==> src/rtl/fb_source_arbiter.sv <==
// fb_source_arbiter: chooses the source for the framebuffer write port.
// It selects either live GBA pixels or a host overlay that is scanned out
// at a fixed pixel pace. The source only changes at a frame boundary, so a
// torn frame never reaches the framebuffer. A stall timeout lets the block
// leave a GBA core that has stopped producing pixels.
//
// Ports:
//   clk, rst        system clock, asynchronous active-high reset
//   freeze          suppress fb_we/fb_vsync and hold all scan/stall state
//   pixel_*         GBA pixel stream (RGB6 data, column, row, strobe)
//   overlay_req     level request for overlay mode
//   overlay_x/y     overlay pixel address being fetched
//   overlay_color   overlay pixel, BGR5 {B[14:10],G[9:5],R[4:0]}
//   overlay_active  overlay is the selected source
//   fb_we/fb_data   framebuffer write strobe and RGB6 pixel
//   fb_vsync        one-cycle frame-start pulse
//   fb_width/height active source geometry; disp_width display width
module fb_source_arbiter #(
  parameter int unsigned SRC_W         = 240,
  parameter int unsigned SRC_H         = 160,
  parameter int unsigned OVL_W         = 256,
  parameter int unsigned OVL_H         = 224,
  parameter int unsigned SRC_DISP_W    = 1080,
  parameter int unsigned OVL_DISP_W    = 960,
  parameter int unsigned PIX_PERIOD    = 15,
  parameter int unsigned FETCH_PHASE   = 12,
  parameter int unsigned STALL_TIMEOUT = 2000000
) (
  input  logic        clk,
  input  logic        rst,
  input  logic        freeze,
  input  logic [17:0] pixel_data,
  input  logic [7:0]  pixel_x,
  input  logic [7:0]  pixel_y,
  input  logic        pixel_we,
  input  logic        overlay_req,
  output logic [7:0]  overlay_x,
  output logic [7:0]  overlay_y,
  input  logic [14:0] overlay_color,
  output logic        overlay_active,
  output logic        fb_we,
  output logic [17:0] fb_data,
  output logic        fb_vsync,
  output logic [8:0]  fb_width,
  output logic [8:0]  fb_height,
  output logic [10:0] disp_width
);

  localparam int unsigned PH_W = (PIX_PERIOD > 1) ? $clog2(PIX_PERIOD) : 1;
  localparam int unsigned ST_W = $clog2(STALL_TIMEOUT + 1);

  typedef enum logic [1:0] {SRC, OVL_SYNC, OVL} state_t;

  state_t          state;
  logic [PH_W-1:0] phase;
  logic [ST_W-1:0] stall;
  logic            frame_end_q;

  logic        src_last_c;
  logic        stall_sat_c;
  logic        ovl_x_last_c;
  logic        ovl_y_last_c;
  logic [17:0] ovl_rgb6_c;

  // Last GBA pixel of a frame, stall saturation and overlay scan boundaries.
  assign src_last_c   = pixel_we && (pixel_x == 8'(SRC_W - 1)) && (pixel_y == 8'(SRC_H - 1));
  assign stall_sat_c  = (stall == ST_W'(STALL_TIMEOUT));
  assign ovl_x_last_c = (overlay_x == 8'(OVL_W - 1));
  assign ovl_y_last_c = (overlay_y == 8'(OVL_H - 1));

  // BGR5 -> RGB6: each channel is shifted left by one bit.
  assign ovl_rgb6_c = {overlay_color[4:0], 1'b0, overlay_color[9:5], 1'b0,
                       overlay_color[14:10], 1'b0};

  // Source-select FSM with registered outputs.
  always_ff @(posedge clk or posedge rst) begin
    if (rst) begin
      state          <= SRC;
      phase          <= '0;
      stall          <= '0;
      frame_end_q    <= 1'b0;
      overlay_x      <= '0;
      overlay_y      <= '0;
      overlay_active <= 1'b0;
      fb_we          <= 1'b0;
      fb_data        <= '0;
      fb_vsync       <= 1'b0;
      fb_width       <= 9'(SRC_W);
      fb_height      <= 9'(SRC_H);
      disp_width     <= 11'(SRC_DISP_W);
    end else if (freeze) begin
      // Everything holds; a pending frame end is dropped.
      fb_we       <= 1'b0;
      fb_vsync    <= 1'b0;
      frame_end_q <= 1'b0;
    end else begin
      fb_we       <= 1'b0;
      fb_vsync    <= 1'b0;
      frame_end_q <= 1'b0;
      case (state)
        SRC: begin
          fb_we       <= pixel_we;
          fb_data     <= pixel_data;
          frame_end_q <= src_last_c;
          fb_vsync    <= frame_end_q;
          if (pixel_we) begin
            stall <= '0;
          end else if (!stall_sat_c) begin
            stall <= stall + ST_W'(1);
          end
          // The pending vsync above is still emitted when switching away.
          if (overlay_req && (frame_end_q || stall_sat_c)) begin
            state <= OVL_SYNC;
          end
        end

        OVL_SYNC: begin
          overlay_x      <= '0;
          overlay_y      <= '0;
          phase          <= '0;
          overlay_active <= 1'b1;
          fb_width       <= 9'(OVL_W);
          fb_height      <= 9'(OVL_H);
          disp_width     <= 11'(OVL_DISP_W);
          state          <= OVL;
        end

        OVL: begin
          if ((phase == '0) && (overlay_x == '0) && (overlay_y == '0)) begin
            fb_vsync <= 1'b1;
          end
          if (phase == PH_W'(FETCH_PHASE)) begin
            fb_we   <= 1'b1;
            fb_data <= ovl_rgb6_c;
          end
          if (phase == PH_W'(PIX_PERIOD - 1)) begin
            phase <= '0;
            if (ovl_x_last_c) begin
              overlay_x <= '0;
              overlay_y <= ovl_y_last_c ? 8'd0 : overlay_y + 8'd1;
            end else begin
              overlay_x <= overlay_x + 8'd1;
            end
            // Leave only after the final pixel of a complete overlay frame.
            if (ovl_x_last_c && ovl_y_last_c && !overlay_req) begin
              state          <= SRC;
              overlay_active <= 1'b0;
              fb_width       <= 9'(SRC_W);
              fb_height      <= 9'(SRC_H);
              disp_width     <= 11'(SRC_DISP_W);
              stall          <= '0;
            end
          end else begin
            phase <= phase + PH_W'(1);
          end
        end

        default: state <= SRC;
      endcase
    end
  end

endmodule
==> config.mk <==
export PLATFORM = sky130hd
export DESIGN_NAME = fb_source_arbiter
export DESIGN_NICKNAME = d
export VERILOG_FILES = /design/src/rtl/fb_source_arbiter.sv
export SDC_FILE = /design/constraint.sdc
export NUM_CORES = 1
export LEC_CHECK = 0
export BUFFER_PORTS_ARGS = -buffer_cell sky130_fd_sc_hd__buf_2
export CORE_MARGIN = 4
export CORE_UTILIZATION = 45
export CTS_BUF_LIST = sky130_fd_sc_hd__clkbuf_8
export CTS_CLUSTER_DIAMETER = 100
export DETAILED_ROUTE_END_ITERATION = 6
export HOLD_SLACK_MARGIN = 0.12
export PLACE_DENSITY_LB_ADDON = 0.05
export SYNTH_ARGS = -nofsm -noshare
export SYNTH_HDL_FRONTEND = slang
export SYNTH_SLANG_ARGS = --single-unit
==> constraint.sdc <==
create_clock -name clk -period 2.2 [get_ports clk]
set_clock_uncertainty 0.05 [all_clocks]
set_input_delay 0.11 -clock clk [delete_from_list [all_inputs] [get_ports clk]]
set_output_delay 0.11 -clock clk [all_outputs]
set_load 0.02 [all_outputs]
== After elaboration in Yosys (flattened, before gate mapping) ==
Index checks and enable logic that the tools add are counted.
Word-level totals
  register bits: 94
  bits in latches: 0
  bits in writable memories: 0
  ROM bits: 0
  output and inout bits: 66
  logic and storage cells: 95
  memories kept: 0
Operators by class
  $add $sub $neg: 4
  $mul: 0
  divide/modulo/power cells: 0
  magnitude comparators: 0
  equal/unequal tests: 15
  shifts and indexed selects: 0
  muxes and demuxes: 40
  bitwise gates (word level): 1
  reductions and logical operators: 22
Operator list (number)
  21-bit 2-to-1 mux: 4
  21-bit one-hot mux with 2 select lines: 1
  8-bit 2-to-1 mux: 5
  9-bit 2-to-1 mux: 4
  18-bit one-hot mux with 2 select lines: 1
  9-bit one-hot mux with 2 select lines: 2
  8-bit == test, second input constant: 4
  8-bit one-hot mux with 2 select lines: 2
  11-bit 2-to-1 mux: 2
  11-bit one-hot mux with 2 select lines: 1
  21-bit by 1-bit adder with 21-bit output, second input constant: 1
  21-bit == test, second input constant: 1
  18-bit 2-to-1 mux: 1
  8-bit by 1-bit adder with 8-bit output, second input constant: 2
  8-bit zero test: 2
  4-bit AND reduction: 3
  2-bit inequality test, second input constant: 5
  4-bit == test, second input constant: 2
  1-bit 2-to-1 mux: 8
  4-bit one-hot mux with 2 select lines: 1
  1-bit logical AND: 7
  2-bit 2-to-1 mux: 3
  1-bit one-hot mux with 2 select lines: 3
  2-bit one-hot mux with 3 select lines: 1
  other kinds (14): 16

== Logic depth before layout (Yosys ltp) ==
  word-level depth: 6
  depth in mapped cells: 9
  mapped depth without buffers: 7

== Worst setup path after synthesis ==
OpenSTA, ideal clock, no wires.
  path type: flip-flop to flip-flop
  start point: reg overlay_y[0]
  end point: reg stall[8]
  setup time: 0.124 ns
  arrival time: 2.258 ns
  required time: 2.026 ns
  setup slack: -0.232 ns
  stages on the path, launching flop included: 8
  period minus slack after synthesis: 2.432 ns
  path through: dfrtp_1 ha_1 nand4_2 o41ai_4 nand3_2 or3_4 buf_6 a211o_1
On the way
  word-level cells in the longest chain between the ends: 5
RTL lines
  from (decl): line 38  | output logic [7:0] overlay_y,
  from (signal assigned): line 140  | overlay_y <= ovl_y_last_c ? 8'd0 : overlay_y + 8'd1;
  8-bit == test: line 69  | assign ovl_y_last_c = (overlay_y == 8'(OVL_H - 1));
  1-bit logical AND (2 in a row): line 145  | if (ovl_x_last_c && ovl_y_last_c && !overlay_req) begin
  2-bit inequality test (no line)
  5-bit AND reduction (no line)
  to (signal assigned): line 109  | stall <= stall + ST_W'(1);
  to (decl): line 56  | logic [ST_W-1:0] stall;
Every way passes these cells.
A chain may end at the register's enable or synchronous reset.

== Worst setup path in the final report ==
  start point: reg stall[0]
  end point: reg state[1]
On the way
  word-level cells in the longest chain between the ends: 5
RTL lines
  21-bit == test: line 67  | assign stall_sat_c = (stall == ST_W'(STALL_TIMEOUT));
  1-bit logical OR: line 112  | if (overlay_req && (frame_end_q || stall_sat_c)) begin
  1-bit logical AND: line 112
  2-bit inequality test (no line)
  4-bit AND reduction (no line)
  to (signal assigned): line 113  | state <= OVL_SYNC;
  to (signal assigned): line 125  | state <= OVL;
  to (signal assigned): line 146  | state <= SRC;
  to (decl): line 54  | state_t state;
Every way passes these cells.

==> flow_summary.json <==
{
  "finalSetupTns_ns": 0,
  "clk_path_buf_depth": 2,
  "drt_iter0_drc": 191,
  "synth.distinct_cells": 59,
  "worst_skew_pair.late_latency_ns": 0.34,
  "synthArstFlopShare_pct": 100,
  "r2r_start": "stall[0]",
  "hold_depth": 3,
  "dp_slack_ns": 0.000568,
  "irDropWorstVdd_uv": 498,
  "drive_gt1_share_pct": 30.8,
  "wl_mm": 11.5,
  "comb_power_share_pct": 45.1,
  "synth_edf_count": 0,
  "syn_area_um2": 4020,
  "leakagePower_nw": 2.54,
  "worst_setup_path_start_kind": "register",
  "vias": 4058,
  "cts_max_level": 3,
  "crit_type": "reg2reg",
  "syn_inst": 455,
  "maxCapViolCount": 0,
  "firstDrtPassIters": 5,
  "gr-total-overflow": 0,
  "placed_area_um2": 4850,
  "rows": 34,
  "drv_slew": 0,
  "period_share_pct": 96.5,
  "grt_pass1_wl_mm": 19.1,
  "yosysWarnings": 0,
  "fp.dieW_um": 102,
  "layout_setup_ws_ns": 0.0766,
  "min-delay-path-class": "in2reg",
  "min-delay-start": "pixel_we",
  "cts_root_buf": "clkbuf_8",
  "status": "finished, final reports clean",
  "dp_hpwl_mm": 7.85,
  "pwr-share-clk_pct": 22.0,
  "hold_path_end": "stall[14]",
  "r2r-end": "state[1]",
  "gp_congestion": 0.866,
  "worstMarginPinSlew_ns": 0.625,
  "finalHoldViolations": 0,
  "required_ns": 2.37,
  "viasPerCell": 5.51,
  "p_seq_share_pct": 32.9,
  "max_clock_freq_ghz": 0.471,
  "grt_max_degree": 67,
  "numCtsBuffers": 9,
  "rrSetupSlack_ns": 0.08,
  "yosysMostFrequentCell": "dfrtp_1",
  "core-area_um2": 8720,
  "clock_sink_count": 66,
  "syn_area_per_cell_um2": 8.82,
  "end_kind": "register",
  "synth_top_cell_by_area": "dfrtp_1",
  "wire_per_inst_um": 15.6,
  "rr_worst_depth": 7,
  "final_nets": 687,
  "finalSetupViolations": 0,
  "yosysSeqAreaShare_pct": 41.2,
  "internal-power_mw": 3.07,
  "path_clk_slew_ns": 0.08,
  "worstPathMaxFanout": 6,
  "syn2layout_area_growth_pct": 37.3,
  "remaining_drc_errors": 0,
  "diodes": 0,
  "p_sw_share_pct": 40.6,
  "p_per_area_nw_per_um2": 936,
  "synthTopCellsByArea": "dfrtp_1 41%, buf_4 5.2%, mux2i_1 4.5%",
  "synth_top_area_share_pct": 40.5,
  "die_area_um2": 10500,
  "max-slew-margin-rel_pct": 58.0,
  "grt_antenna_before_repair": 0,
  "io_buffers": 104,
  "tritoncts": "built",
  "ant_nets": 0,
  "ios": 120,
  "grtUsageTotal_pct": 22.8,
  "rsz0062_at_grt": "no",
  "die_h_um": 102,
  "ys_seq_elements": 66,
  "synthFlopType": "dfrtp_1",
  "critPathArrivalTime_ns": 2.29,
  "grt_pass1_vias": 3891,
  "start_util_pct": 46.0,
  "design_area_um2": 5510,
  "switchingPower_mw": 2.09,
  "hold_ws_ns": 0.208,
  "min_period_ns": 2.12,
  "synth_commonest_cells": "65 x dfrtp_1, 46 x nor2_1, 37 x nand2_1, 28 x a21oi_1, 28 x buf_4"
}
## kinds of logic (layout without fill, tap and decap cells)
family                   after synthesis  in the layout  synth area share, %
AND/OR/NAND/NOR                      180            180                 23.4
buffers and inverters                 71            232                 9.60
XOR/XNOR                               2              2                0.436
flip-flops                            66             66                 41.2
multiplexers                          19             19                 4.77
AO/OA/AOI/OAI                        106            106                 17.6
adder cells (fa/ha/maj)                9              9                 2.80
other                                  2             15                0.187
## stage by stage
stage / utilization, % / power, mW / cells
floorplan: - / 3.25 / 468
CTS: 62.8 / 5.17 / 736
global placement: 55.7 / 3.93 / 680
detailed placement: 55.7 / 3.95 / 680
finish: 63.2 / 5.16 / 737
global route: 63.2 / 5.50 / 737
## power by group through the flow
stage,Sequential [mW],Combinational (mW),Clock (mW)
2_1_floorplan,2.02,1.22,0
3_3_place_gp,1.70,2.22,0
3_5_place_dp,1.70,2.25,0
4_1_cts,1.69,2.31,1.17
5_1_grt,1.74,2.55,1.21
6_report,1.70,2.33,1.14
## worst max-delay path, cell delays in order (launching register included)
cell and delay [ns]:
dfrtp_2 0.44, inv_1 0.07, ha_1 0.18, nor3b_1 0.19
nand4_1 0.18, or3_1 0.36, a31oi_1 0.19, mux2_2 0.34
## layer usage
| metal | global-route usage, % | wire length, µm | up-vias |
|---|---|---|---|
| met2 | 34.5 | 5200 | 185 |
| li1 | - | - | 1954 |
| met1 | 32.9 | 5290 | 1908 |
| met4 | 5.95 | 126 | 0 |
| met5 | 0 | 0 | - |
| met3 | 5.32 | 898 | 11 |
## area by class of cell
class | instances | area [µm²]
well taps | 108 | 135
inverters | 20 | 75.1
fillers | 718 | 3210
repair buffers | 196 | 1340
flip-flops and latches | 66 | 1660
clock buffers | 10 | 138
clock inverters | 6 | 80.1
multi-input cells | 331 | 2080
## worst max-delay path by stage
stage	start	endpoint	slack, ns	cells after the start
3_3_place_gp	overlay_y[1]	stall[9]	0.03	6
3_5_place_dp	overlay_y[1]	stall[9]	0.0006	6
4_1_cts	state[0]	fb_data[16]	0.04	7
5_1_grt	stall[0]	state[1]	0.006	7
2_1_floorplan	overlay_y[1]	stall[8]	-0.1	7
6_report	stall[0]	state[1]	0.08	7
## registers in the layout (all words and copies together), names as in the netlist
signal       flops
phase            4
frame_end_q      1
stall           21
fb_vsync         1
fb_width         1
fb_data         18
overlay_y        8
disp_width       1
fb_we            1
state            2
overlay_x        8
## what timing repair did
item,CTS,global route
setup endpoints to repair,3,21
buffers inserted,0,1
hold endpoints to repair,88,0
resized for setup,0,8
gates cloned,0,0
pin swaps,2,1
hold buffers,40,0
## placed cells by master (no fill, tap or decap), types with 11 or more instances in the layout
cell / n
nand4_1: 11
dfrtp_1: 62
o21ai_0: 26
nor4_1: 11
nand2_1: 37
nand3_1: 18
conb_1: 15
buf_2: 104
inv_1: 18
buf_4: 48
mux2i_1: 18
a21oi_1: 27
nor2_1: 46
dlygate4sd3_1: 40
No activity file was read; power rests on OpenSTA's default activity.
